File: src/rtl/pet_mood_pkg.sv
// pet_mood_pkg
// Shared definitions for the pet mood block: the mood encoding seen by the
// display and sound stages, the stat width and the energy level below which
// the pet refuses to go to sleep.
package pet_mood_pkg;

  localparam int STAT_W = 4;
  localparam logic [STAT_W-1:0] STAT_MAX    = 4'd15;
  localparam logic [STAT_W-1:0] ENERGY_GATE = 4'd4;

  typedef enum logic [2:0] {
    MOOD_OK    = 3'd0,
    MOOD_NEEDY = 3'd1,
    MOOD_SLEEP = 3'd2,
    MOOD_SICK  = 3'd3,
    MOOD_DEAD  = 3'd4
  } mood_e;

endpackage

File: src/rtl/pet_mood_tick_div.sv
// tick_div
// Free-running divider producing a one-cycle evaluation tick every TICK_DIV
// clock cycles. The count runs 0..TICK_DIV-1 and tick is high in the cycle
// where the count sits at TICK_DIV-1, so the first tick after reset release
// lands in cycle TICK_DIV-1.
// Ports:
//   clk     in  system clock
//   reset_n in  synchronous active-low reset
//   tick    out one-cycle evaluation strobe
module tick_div #(
  parameter int TICK_DIV = 10000
) (
  input  logic clk,
  input  logic reset_n,
  output logic tick
);

  localparam int CNT_W = (TICK_DIV > 1) ? $clog2(TICK_DIV) : 1;
  localparam logic [CNT_W-1:0] CNT_LAST = CNT_W'(TICK_DIV - 1);

  logic [CNT_W-1:0] cnt_q, cnt_d;

  always_comb begin
    tick  = (cnt_q == CNT_LAST);
    cnt_d = tick ? '0 : cnt_q + CNT_W'(1);
  end

  always_ff @(posedge clk) begin
    if (!reset_n) cnt_q <= '0;
    else          cnt_q <= cnt_d;
  end

endmodule

File: src/rtl/pet_mood.sv
// pet_mood
// Mood state machine fed by the six pet statistics (higher = worse). Stats
// are evaluated once per divided tick; mood, flags and alert are registered
// and therefore change the cycle after the tick.
// Ports:
//   clk, reset_n                  clock, synchronous active-low reset
//   hunger..social (4 bits each)  stat inputs
//   sleep_req                     one-cycle request to go to sleep
//   mood                          0 OK, 1 NEEDY, 2 SLEEP, 3 SICK, 4 DEAD
//   alert                         one-cycle pulse on entry to NEEDY/SICK/DEAD
//   sleeping, dead                decoded mood flags
//   age                           ticks survived, only with PET_MOOD_AGE_EN
// Build option: define PET_MOOD_AGE_EN to add the age port and counter.
module pet_mood
  import pet_mood_pkg::*;
#(
  parameter int TICK_DIV    = 10000,
  parameter int NEED_HI     = 12,
  parameter int NEED_LO     = 8,
  parameter int SICK_TH     = 13,
  parameter int SICK_TICKS  = 4,
  parameter int DEATH_TICKS = 8,
  parameter int SLEEP_TICKS = 6
) (
  input  logic              clk,
  input  logic              reset_n,
  input  logic [STAT_W-1:0] hunger,
  input  logic [STAT_W-1:0] happiness,
  input  logic [STAT_W-1:0] health,
  input  logic [STAT_W-1:0] hygiene,
  input  logic [STAT_W-1:0] energy,
  input  logic [STAT_W-1:0] social,
  input  logic              sleep_req,
  output logic [2:0]        mood,
  output logic              alert,
  output logic              sleeping,
  output logic              dead
`ifdef PET_MOOD_AGE_EN
  ,
  output logic [15:0]       age
`endif
);

  localparam logic [2:0] S_OK    = MOOD_OK;
  localparam logic [2:0] S_NEEDY = MOOD_NEEDY;
  localparam logic [2:0] S_SLEEP = MOOD_SLEEP;
  localparam logic [2:0] S_SICK  = MOOD_SICK;
  localparam logic [2:0] S_DEAD  = MOOD_DEAD;

  localparam int SICK_W  = $clog2(SICK_TICKS + 1);
  localparam int DEATH_W = $clog2(DEATH_TICKS + 1);
  localparam int SLEEP_W = $clog2(SLEEP_TICKS + 1);
  localparam logic [SICK_W-1:0]  SICK_MAX  = SICK_W'(SICK_TICKS);
  localparam logic [DEATH_W-1:0] DEATH_MAX = DEATH_W'(DEATH_TICKS);
  localparam logic [SLEEP_W-1:0] SLEEP_MAX = SLEEP_W'(SLEEP_TICKS);

  localparam logic [STAT_W-1:0] NEED_HI_V = STAT_W'(NEED_HI);
  localparam logic [STAT_W-1:0] NEED_LO_V = STAT_W'(NEED_LO);
  localparam logic [STAT_W-1:0] SICK_TH_V = STAT_W'(SICK_TH);

  logic               tick;
  logic [2:0]         state_q, state_d;
  logic [SICK_W-1:0]  sick_cnt_q, sick_cnt_d;
  logic [DEATH_W-1:0] death_cnt_q, death_cnt_d;
  logic [SLEEP_W-1:0] sleep_tmr_q, sleep_tmr_d;
  logic               sleep_pend_q, sleep_pend_d;
  logic               alert_q, alert_d;
  logic               need_hi_any, need_lo_all, sleep_ok, pend_eff;

  tick_div #(.TICK_DIV(TICK_DIV)) u_tick_div (
    .clk     (clk),
    .reset_n (reset_n),
    .tick    (tick)
  );

  // Next-state logic. Counters and transitions only move on tick, except
  // that sleep requests are latched in any cycle and the death counter is
  // held at zero whenever the pet is not sick.
  always_comb begin
    need_hi_any = (hunger >= NEED_HI_V) || (happiness >= NEED_HI_V) ||
                  (hygiene >= NEED_HI_V) || (social >= NEED_HI_V);
    need_lo_all = (hunger <= NEED_LO_V) && (happiness <= NEED_LO_V) &&
                  (hygiene <= NEED_LO_V) && (social <= NEED_LO_V);
    sleep_ok    = sleep_req && (energy >= ENERGY_GATE) &&
                  ((state_q == S_OK) || (state_q == S_NEEDY));
    pend_eff    = sleep_pend_q || sleep_ok;

    state_d      = state_q;
    sick_cnt_d   = sick_cnt_q;
    death_cnt_d  = death_cnt_q;
    sleep_tmr_d  = sleep_tmr_q;
    sleep_pend_d = pend_eff;
    alert_d      = 1'b0;

    if (tick) begin
      if (health >= SICK_TH_V)
        sick_cnt_d = (sick_cnt_q == SICK_MAX) ? sick_cnt_q : sick_cnt_q + SICK_W'(1);
      else
        sick_cnt_d = '0;

      if ((state_q == S_SICK) && (health == STAT_MAX) && (hunger == STAT_MAX))
        death_cnt_d = (death_cnt_q == DEATH_MAX) ? death_cnt_q : death_cnt_q + DEATH_W'(1);
      else
        death_cnt_d = '0;

      case (state_q)
        S_SICK: begin
          if (death_cnt_d == DEATH_MAX)   state_d = S_DEAD;
          else if (health < SICK_TH_V)    state_d = need_lo_all ? S_OK : S_NEEDY;
        end
        S_SLEEP: begin
          // Timer is loaded on entry; the pet wakes on the tick that drains it.
          if (sick_cnt_d == SICK_MAX) begin
            state_d = S_SICK;
          end else if (sleep_tmr_q <= SLEEP_W'(1)) begin
            state_d = need_hi_any ? S_NEEDY : S_OK;
          end else begin
            sleep_tmr_d = sleep_tmr_q - SLEEP_W'(1);
          end
        end
        S_OK, S_NEEDY: begin
          if (sick_cnt_d == SICK_MAX) begin
            state_d = S_SICK;
          end else if (pend_eff) begin
            state_d      = S_SLEEP;
            sleep_tmr_d  = SLEEP_MAX;
            sleep_pend_d = 1'b0;
          end else if ((state_q == S_OK) && need_hi_any) begin
            state_d = S_NEEDY;
          end else if ((state_q == S_NEEDY) && need_lo_all) begin
            state_d = S_OK;
          end
        end
        default: state_d = state_q;
      endcase

      alert_d = (state_d != state_q) &&
                ((state_d == S_NEEDY) || (state_d == S_SICK) || (state_d == S_DEAD));
    end

    if (state_q != S_SICK)                         death_cnt_d  = '0;
    if (state_d != S_SLEEP)                        sleep_tmr_d  = '0;
    if ((state_d == S_SICK) || (state_d == S_DEAD)) sleep_pend_d = 1'b0;
  end

  always_ff @(posedge clk) begin
    if (!reset_n) begin
      state_q      <= S_OK;
      sick_cnt_q   <= '0;
      death_cnt_q  <= '0;
      sleep_tmr_q  <= '0;
      sleep_pend_q <= 1'b0;
      alert_q      <= 1'b0;
    end else begin
      state_q      <= state_d;
      sick_cnt_q   <= sick_cnt_d;
      death_cnt_q  <= death_cnt_d;
      sleep_tmr_q  <= sleep_tmr_d;
      sleep_pend_q <= sleep_pend_d;
      alert_q      <= alert_d;
    end
  end

  assign mood     = state_q;
  assign alert    = alert_q;
  assign sleeping = (state_q == S_SLEEP);
  assign dead     = (state_q == S_DEAD);

`ifdef PET_MOOD_AGE_EN
  logic [15:0] age_q, age_d;

  // Age stops once the pet has died and sticks at the top value.
  always_comb begin
    age_d = age_q;
    if (tick && (state_q != S_DEAD) && (age_q != 16'hFFFF))
      age_d = age_q + 16'd1;
  end

  always_ff @(posedge clk) begin
    if (!reset_n) age_q <= '0;
    else          age_q <= age_d;
  end

  assign age = age_q;
`endif

endmodule

File: config.mk
export PLATFORM = sky130hd
export DESIGN_NAME = pet_mood
export DESIGN_NICKNAME = d
export VERILOG_FILES = /design/src/rtl/pet_mood_pkg.sv /design/src/rtl/pet_mood_tick_div.sv /design/src/rtl/pet_mood.sv
export SDC_FILE = /design/constraint.sdc
export NUM_CORES = 1
export LEC_CHECK = 0
export ABC_AREA = 1
export CELL_PAD_IN_SITES_DETAIL_PLACEMENT = 0
export CELL_PAD_IN_SITES_GLOBAL_PLACEMENT = 1
export CORE_UTILIZATION = 33
export DETAILED_ROUTE_END_ITERATION = 10
export GPL_TIMING_DRIVEN = 0
export PLACE_DENSITY_LB_ADDON = 0.1
export SLEW_MARGIN = 20
export SYNTH_ARGS = -nofsm -noshare
export SYNTH_HDL_FRONTEND = slang
export SYNTH_SLANG_ARGS = --single-unit
File: constraint.sdc
create_clock -name clk -period 1.85 [get_ports clk]
set_input_delay 0.4625 -clock clk [delete_from_list [all_inputs] [get_ports clk]]
set_output_delay 0.4625 -clock clk [all_outputs]
set_load 0.05 [all_outputs]
==> flow_metrics.env, run 1 <==
export IMPL_outcome="complete, no violations"
export IMPL_ys_types=28
export IMPL_critical_path_top_delay_family="buffers and inverters"
export IMPL_peakVddDrop_mv=0.324
export IMPL_async_reset_ff_share_pct=0
export IMPL_rrSetupSlack_ns=0.08
export IMPL_slew_headroom_pct=67.6
export IMPL_clock_latency_ns=0.28
export IMPL_syn_nets=321
export IMPL_vias_per_cell=4.71
export IMPL_required_ns=1.39
export IMPL_die_area_sq_um=5840
export IMPL_area_delta_synth_final_pct=37.9
export IMPL_die_height_um=76.4
export IMPL_htreeDepth=2
export IMPL_antenna_found_initial=0
export IMPL_period_needed_ns=1.78
export IMPL_drc=0
export IMPL_cp_cell_sequence="inv_1, nor3_4, buf_2"
export IMPL_cts_tree="yes"
export IMPL_fin_tns_setup_ns=0
export IMPL_min_period_over_period_pct=96.2
export IMPL_cp_slowest_stage_delay_ns=0.41
export IMPL_yosys_warnings=0
export IMPL_grt_remaining_overflow=0
export IMPL_avgSynthCellArea_sq_um=6.34
export IMPL_critPathKind="register to primary output"
export IMPL_final_core_util_pct=48.4
export IMPL_hpwl_mm=3.32
export IMPL_drt_pass1_iterations=4
export IMPL_grt_pass1_vias=1852
export IMPL_drt_total_wl_mm=4.46
export IMPL_rsz0062_at_grt="yes"
export IMPL_synth_edf_count=0
export IMPL_routabilityCongestion=0.775
export IMPL_cp_arrival_ns=1.32
export IMPL_synth_cells=288
export IMPL_placed_area_sq_um=2230
export IMPL_seq_area_frac_synth_pct=31.8
export IMPL_ys_seq_elements=29
export IMPL_layout_drive_gt1_share_pct=20.5
export IMPL_netlist_area_sq_um=1830
export IMPL_worst_slew_pin_slew_ns=0.488
export IMPL_num_io_pins=33
export IMPL_crit_slowest_cell="dfxtp_4"
export IMPL_drtIter0Drc=77
export IMPL_start_util_pct=35.1
export IMPL_finalClockSkew_ns=0.00682
export IMPL_final_cell_count_no_fill=402
export IMPL_cts_root_buf="clkbuf_8"
export IMPL_nNetsFinal=365
export IMPL_finalHoldViolCount=0
export IMPL_cts_hold_buf=0
export IMPL_cp_start_kind="register"
export IMPL_max_cap_violations=0
export IMPL_numCtsBuffers=5
export IMPL_drv_slew=0
export IMPL_min_path_type="register to register"
export IMPL_coreArea_sq_um=5200
export IMPL_finalPower_uw=1300
export IMPL_cellPowerDensity_nw_per_um2=515
export IMPL_synth_ff_type="dfxtp_1"
export IMPL_placed_cells=388
export IMPL_clk_path_buf_depth=2
export IMPL_diodes=0
export IMPL_leakagePower_uw=0.00103
export IMPL_cts_clk_slew_worst_paths_ns=0.06
export IMPL_layout_commonest_cell="nand2_1"
export IMPL_end_kind="primary output"
export IMPL_ant_nets=0
export IMPL_final_cell_mix="nand2_1 (65), inv_1 (48), nor2_1 (33)"
export IMPL_grt_total_usage_pct=17.0
export IMPL_route_detailed_wl_per_inst_um=11.1
export IMPL_io_buffers=30
export IMPL_cts_sinks=29
export IMPL_final_cell_area_sq_um=2520
export IMPL_finalSetupViolations=0
export IMPL_fmax_mhz=562
export IMPL_path_buf_inv=2
export IMPL_vias=1895
export IMPL_row_count=26
export IMPL_grt_pass1_wl_mm=8.02
export IMPL_grt_start_max_net_pins=11
export IMPL_crit_fanout=7
export IMPL_die_w_um=76.4
==> what timing repair did <==
item / in CTS / in global routing
setup endpoints to repair: 23 / 22
pin swaps: 14 / 8
resized for setup: 40 / 29
cloned: 0 / 0
buffers inserted: 4 / 3
==> where the power goes <==
part	leakage, uW	internal [uW]	total (uW)	switching [uW]
sequential	0.000239	629	633	3.89
combinational	0.000750	65.5	128	62.6
clock	0.0000443	295	536	241
==> kinds of logic after synthesis <==
family / after synthesis / share of synthesized area, %
simple gates: 166 / 41.0
fa+ha+maj: 6 / 4.11
flops: 29 / 31.8
compound gates: 33 / 11.2
xor+xnor: 2 / 0.959
buf+inv: 52 / 11.0
==> metal layers <==
| layer | global-route usage [%] | part of all wire, % |
|---|---|---|
| met1 | 21.4 | 49 |
| met2 | 26.5 | 43 |
| met3 | 5.15 | 5.2 |
| met4 | 7.69 | 2.1 |
| met5 | 0 | 0 |
==> flip-flops by register name, summed over array words and instances, names as in the netlist <==
name / count
alert: 1
death_cnt_q: 4
mood: 3
sick_cnt_q: 3
sleep_pend_q: 1
sleep_tmr_q: 3
u_tick_div.cnt_q: 14
==> per-stage QoR <==
step                setup WS, ns  hold WS, ns
global route             -0.0945        0.440
floorplan                0.00799        0.418
CTS                      -0.0176        0.458
global placement          -0.561        0.437
detailed placement        -0.553        0.440
finish                    0.0707        0.416
==> area by class of cell <==
cell class              instances  area [sq um]
clock buffers                   7          86.3
fillers                       549          2690
well taps                      70          87.6
repair buffers                 37           330
plain buffers                   3          32.5
inverters                      49           184
multi-input cells             207          1200
flip-flops and latches         29           596
==> cells in the mapped netlist, types with 2 or more instances <==
master / number / area share, %
inv_1: 49 / 10
a31oi_1: 3 / 1.0
nand3_1: 17 / 4.7
a211oi_1: 4 / 1.6
nor2_2: 2 / 0.68
nor3_1: 9 / 2.5
a21oi_1: 12 / 3.3
dfxtp_1: 29 / 32
ha_1: 6 / 4.1
o21ai_1: 3 / 0.82
o21a_1: 2 / 0.82
nand3_2: 2 / 1.1
nand2_1: 74 / 15
o211ai_1: 2 / 0.82
nor4_1: 6 / 2.1
nand2_2: 5 / 1.7
nor3b_1: 4 / 1.6
nor3_2: 2 / 1.1
o21ai_0: 5 / 1.4
xor2_1: 2 / 0.96
nor2_1: 39 / 8.0
nand4_1: 5 / 1.7
==> worst paths after layout <==
| check | end | start | cells after the start |
|---|---|---|---|
| worst max-delay path | sleeping | mood[1] | 3 |
| worst min-delay path | u_tick_div.cnt_q[0] | u_tick_div.cnt_q[0] | 1 |
| worst max register to register | sleep_tmr_q[0] | death_cnt_q[0] | 16 |
| worst min register to register | u_tick_div.cnt_q[0] | u_tick_div.cnt_q[0] | 1 |
(Power assumes the default switching activity.)
==> inputs of run 2 (changes only) <==
Settings changed: CORE_MARGIN set to 2, SKIP_CTS_REPAIR_TIMING set to 1.
==> run 2 against run 1 <==
Net effect: maximum frequency down 2.7%; critical endpoint is now dead; largest cell class unchanged; routed wire length up 7.3%; via count up 0.95%; highest routed layer unchanged; clock skew up 0.0013 ns.
==> flow_metrics.env, run 2 (same netlist as run 1, synthesis figures left out) <==
export IMPL_hpwl_mm=3.45
export IMPL_crit_fanout=7
export IMPL_timing_final_ws_setup_ns=0.0215
export IMPL_finalSetupViolations=0
export IMPL_clock_latency_ns=0.29
export IMPL_critPathKind="register to primary output"
export IMPL_die_height_um=78.4
export IMPL_rrSetupSlack_ns=0.06
export IMPL_r2r_end="sleep_tmr_q[0]"
export IMPL_area_delta_synth_final_pct=51.4
export IMPL_cp_start_kind="register"
export IMPL_pre_cts_ws_ns=-0.578
export IMPL_nNetsFinal=371
export IMPL_coreArea_sq_um=5440
export IMPL_final_cell_mix="nand2_1 (55), inv_1 (43), nor2_1 (30)"
export IMPL_hold_start="u_tick_div.cnt_q[0]"
export IMPL_fin_tns_setup_ns=0
export IMPL_worst_slew_pin_slew_ns=0.517
export IMPL_grt_pass1_vias=1775
export IMPL_die_w_um=78.4
export IMPL_clk_path_buf_depth=2
export IMPL_whs_path_depth=1
export IMPL_finalHoldViolCount=0
export IMPL_grt_remaining_overflow=0
export IMPL_drv_slew=0
export IMPL_numCtsBuffers=5
export IMPL_htreeDepth=2
export IMPL_placed_area_sq_um=2230
export IMPL_route_detailed_wl_per_inst_um=11.6
export IMPL_cts_tree="yes"
export IMPL_final_cell_area_sq_um=2770
export IMPL_reg_top3="u_tick_div.cnt_q (14), death_cnt_q (4)"
export IMPL_vias=1913
export IMPL_drt_pass1_iterations=5
export IMPL_io_buffers=30
export IMPL_largest_register_ffs=14
export IMPL_grt_pass1_wl_mm=7.73
export IMPL_ff2ff_path_depth=12
export IMPL_vias_per_cell=4.65
export IMPL_fmax_mhz=547
export IMPL_end_kind="primary output"
export IMPL_layout_commonest_cell="nand2_1"
export IMPL_cp_arrival_ns=1.37
export IMPL_outcome="complete, no violations"
export IMPL_num_io_pins=33
export IMPL_cellPowerDensity_nw_per_um2=538
export IMPL_drt_total_wl_mm=4.79
export IMPL_period_needed_ns=1.83
export IMPL_critPathLaunch="mood[1]"
export IMPL_rsz0062_at_grt="yes"
export IMPL_hold_path_end="u_tick_div.cnt_q[0]"
export IMPL_reg2reg_from="sick_cnt_q[0]"
export IMPL_antenna_found_initial=0
export IMPL_min_path_type="register to register"
export IMPL_leakagePower_uw=0.00125
export IMPL_max_cap_violations=0
export IMPL_cts_sinks=29
export IMPL_diodes=0
export IMPL_layout_drive_gt1_share_pct=29.8
export IMPL_drc=0
export IMPL_start_util_pct=33.6
export IMPL_grt_start_max_net_pins=11
export IMPL_routabilityCongestion=0.739
export IMPL_slew_headroom_pct=65.4
export IMPL_regMostFlops="u_tick_div.cnt_q"
export IMPL_peakVddDrop_mv=0.363
export IMPL_die_area_sq_um=6150
export IMPL_ant_nets=0
export IMPL_finalClockSkew_ns=0.00814
export IMPL_required_ns=1.39
export IMPL_grt_total_usage_pct=16.0
export IMPL_drtIter0Drc=41
export IMPL_cts_root_buf="clkbuf_8"
export IMPL_min_period_over_period_pct=98.8
export IMPL_row_count=27
export IMPL_cts_clk_slew_worst_paths_ns=0.07
[run 2: changes by cell type in the layout (fill, tap and decap cells not counted), moves of 4 or more]
cell,before,now
inv_1,48,43
dlymetal6s2s_1,0,15
inv_2,1,5
buf_4,8,12
nand2_1,65,55
nand2_2,13,21
dlygate4sd2_1,12,0
[run 2: report_power, final]
part / internal, uW / switching (uW)
Clock: 439 / 272
Combinational: 75.3 / 70.0
Sequential: 629 / 4.15
[run 2: worst max-delay path by stage]
stage | endpoint | slack [ns] | cells after the start
after global placement | sleep_tmr_q[0] | -0.57 | 12
final | dead | 0.02 | 4
after global routing | sleep_tmr_q[0] | -0.11 | 13
after CTS | dead | -0.52 | 4
after detailed placement | sleep_tmr_q[0] | -0.58 | 12
after floorplan | sleep_tmr_q[0] | 0.008 | 7
[run 2: metal layers]
metal | GRT usage (%) | vias to the layer above | part of all wire, %
li1 | - | 1026 | -
met1 | 19.5 | 854 | 47
met2 | 26.6 | 28 | 46
met3 | 4.60 | 5 | 5.2
met4 | 6.32 | 0 | 1.4
met5 | 0 | - | 0
[run 2: final cells by class]
cell class              count  area [sq um]
inverters                  49           186
clock inverters             2          36.3
plain buffers               3          37.5
clock buffers               6          82.6
multi-input cells         207          1300
repair buffers             43           434
flip-flops and latches     29           597
fillers                   589          2670
well taps                  72          90.1
[run 2: through the flow]
step	power [uW]	instances	hold WS, ns	util [%]
6_report	1490	411	0.419	50.8
2_1_floorplan	704	288	0.418	-
5_1_grt	1560	411	0.436	50.8
4_1_cts	1490	398	0.451	43.2
3_5_place_dp	773	390	0.440	41.0
3_3_place_gp	773	390	0.433	41.0
[run 2: worst max-delay path, stage by stage, from the launching register on]
cell      delay (ns)
dfxtp_4         0.38
inv_1           0.18
nand2_1         0.18
nor2_2          0.11
clkbuf_4        0.23
==> inputs of run 3 (changes only) <==
Settings changed: CAP_MARGIN set to 10.
==> results of run 3 <==
No change in the layout: final DEF, timing and power equal those of run 2.
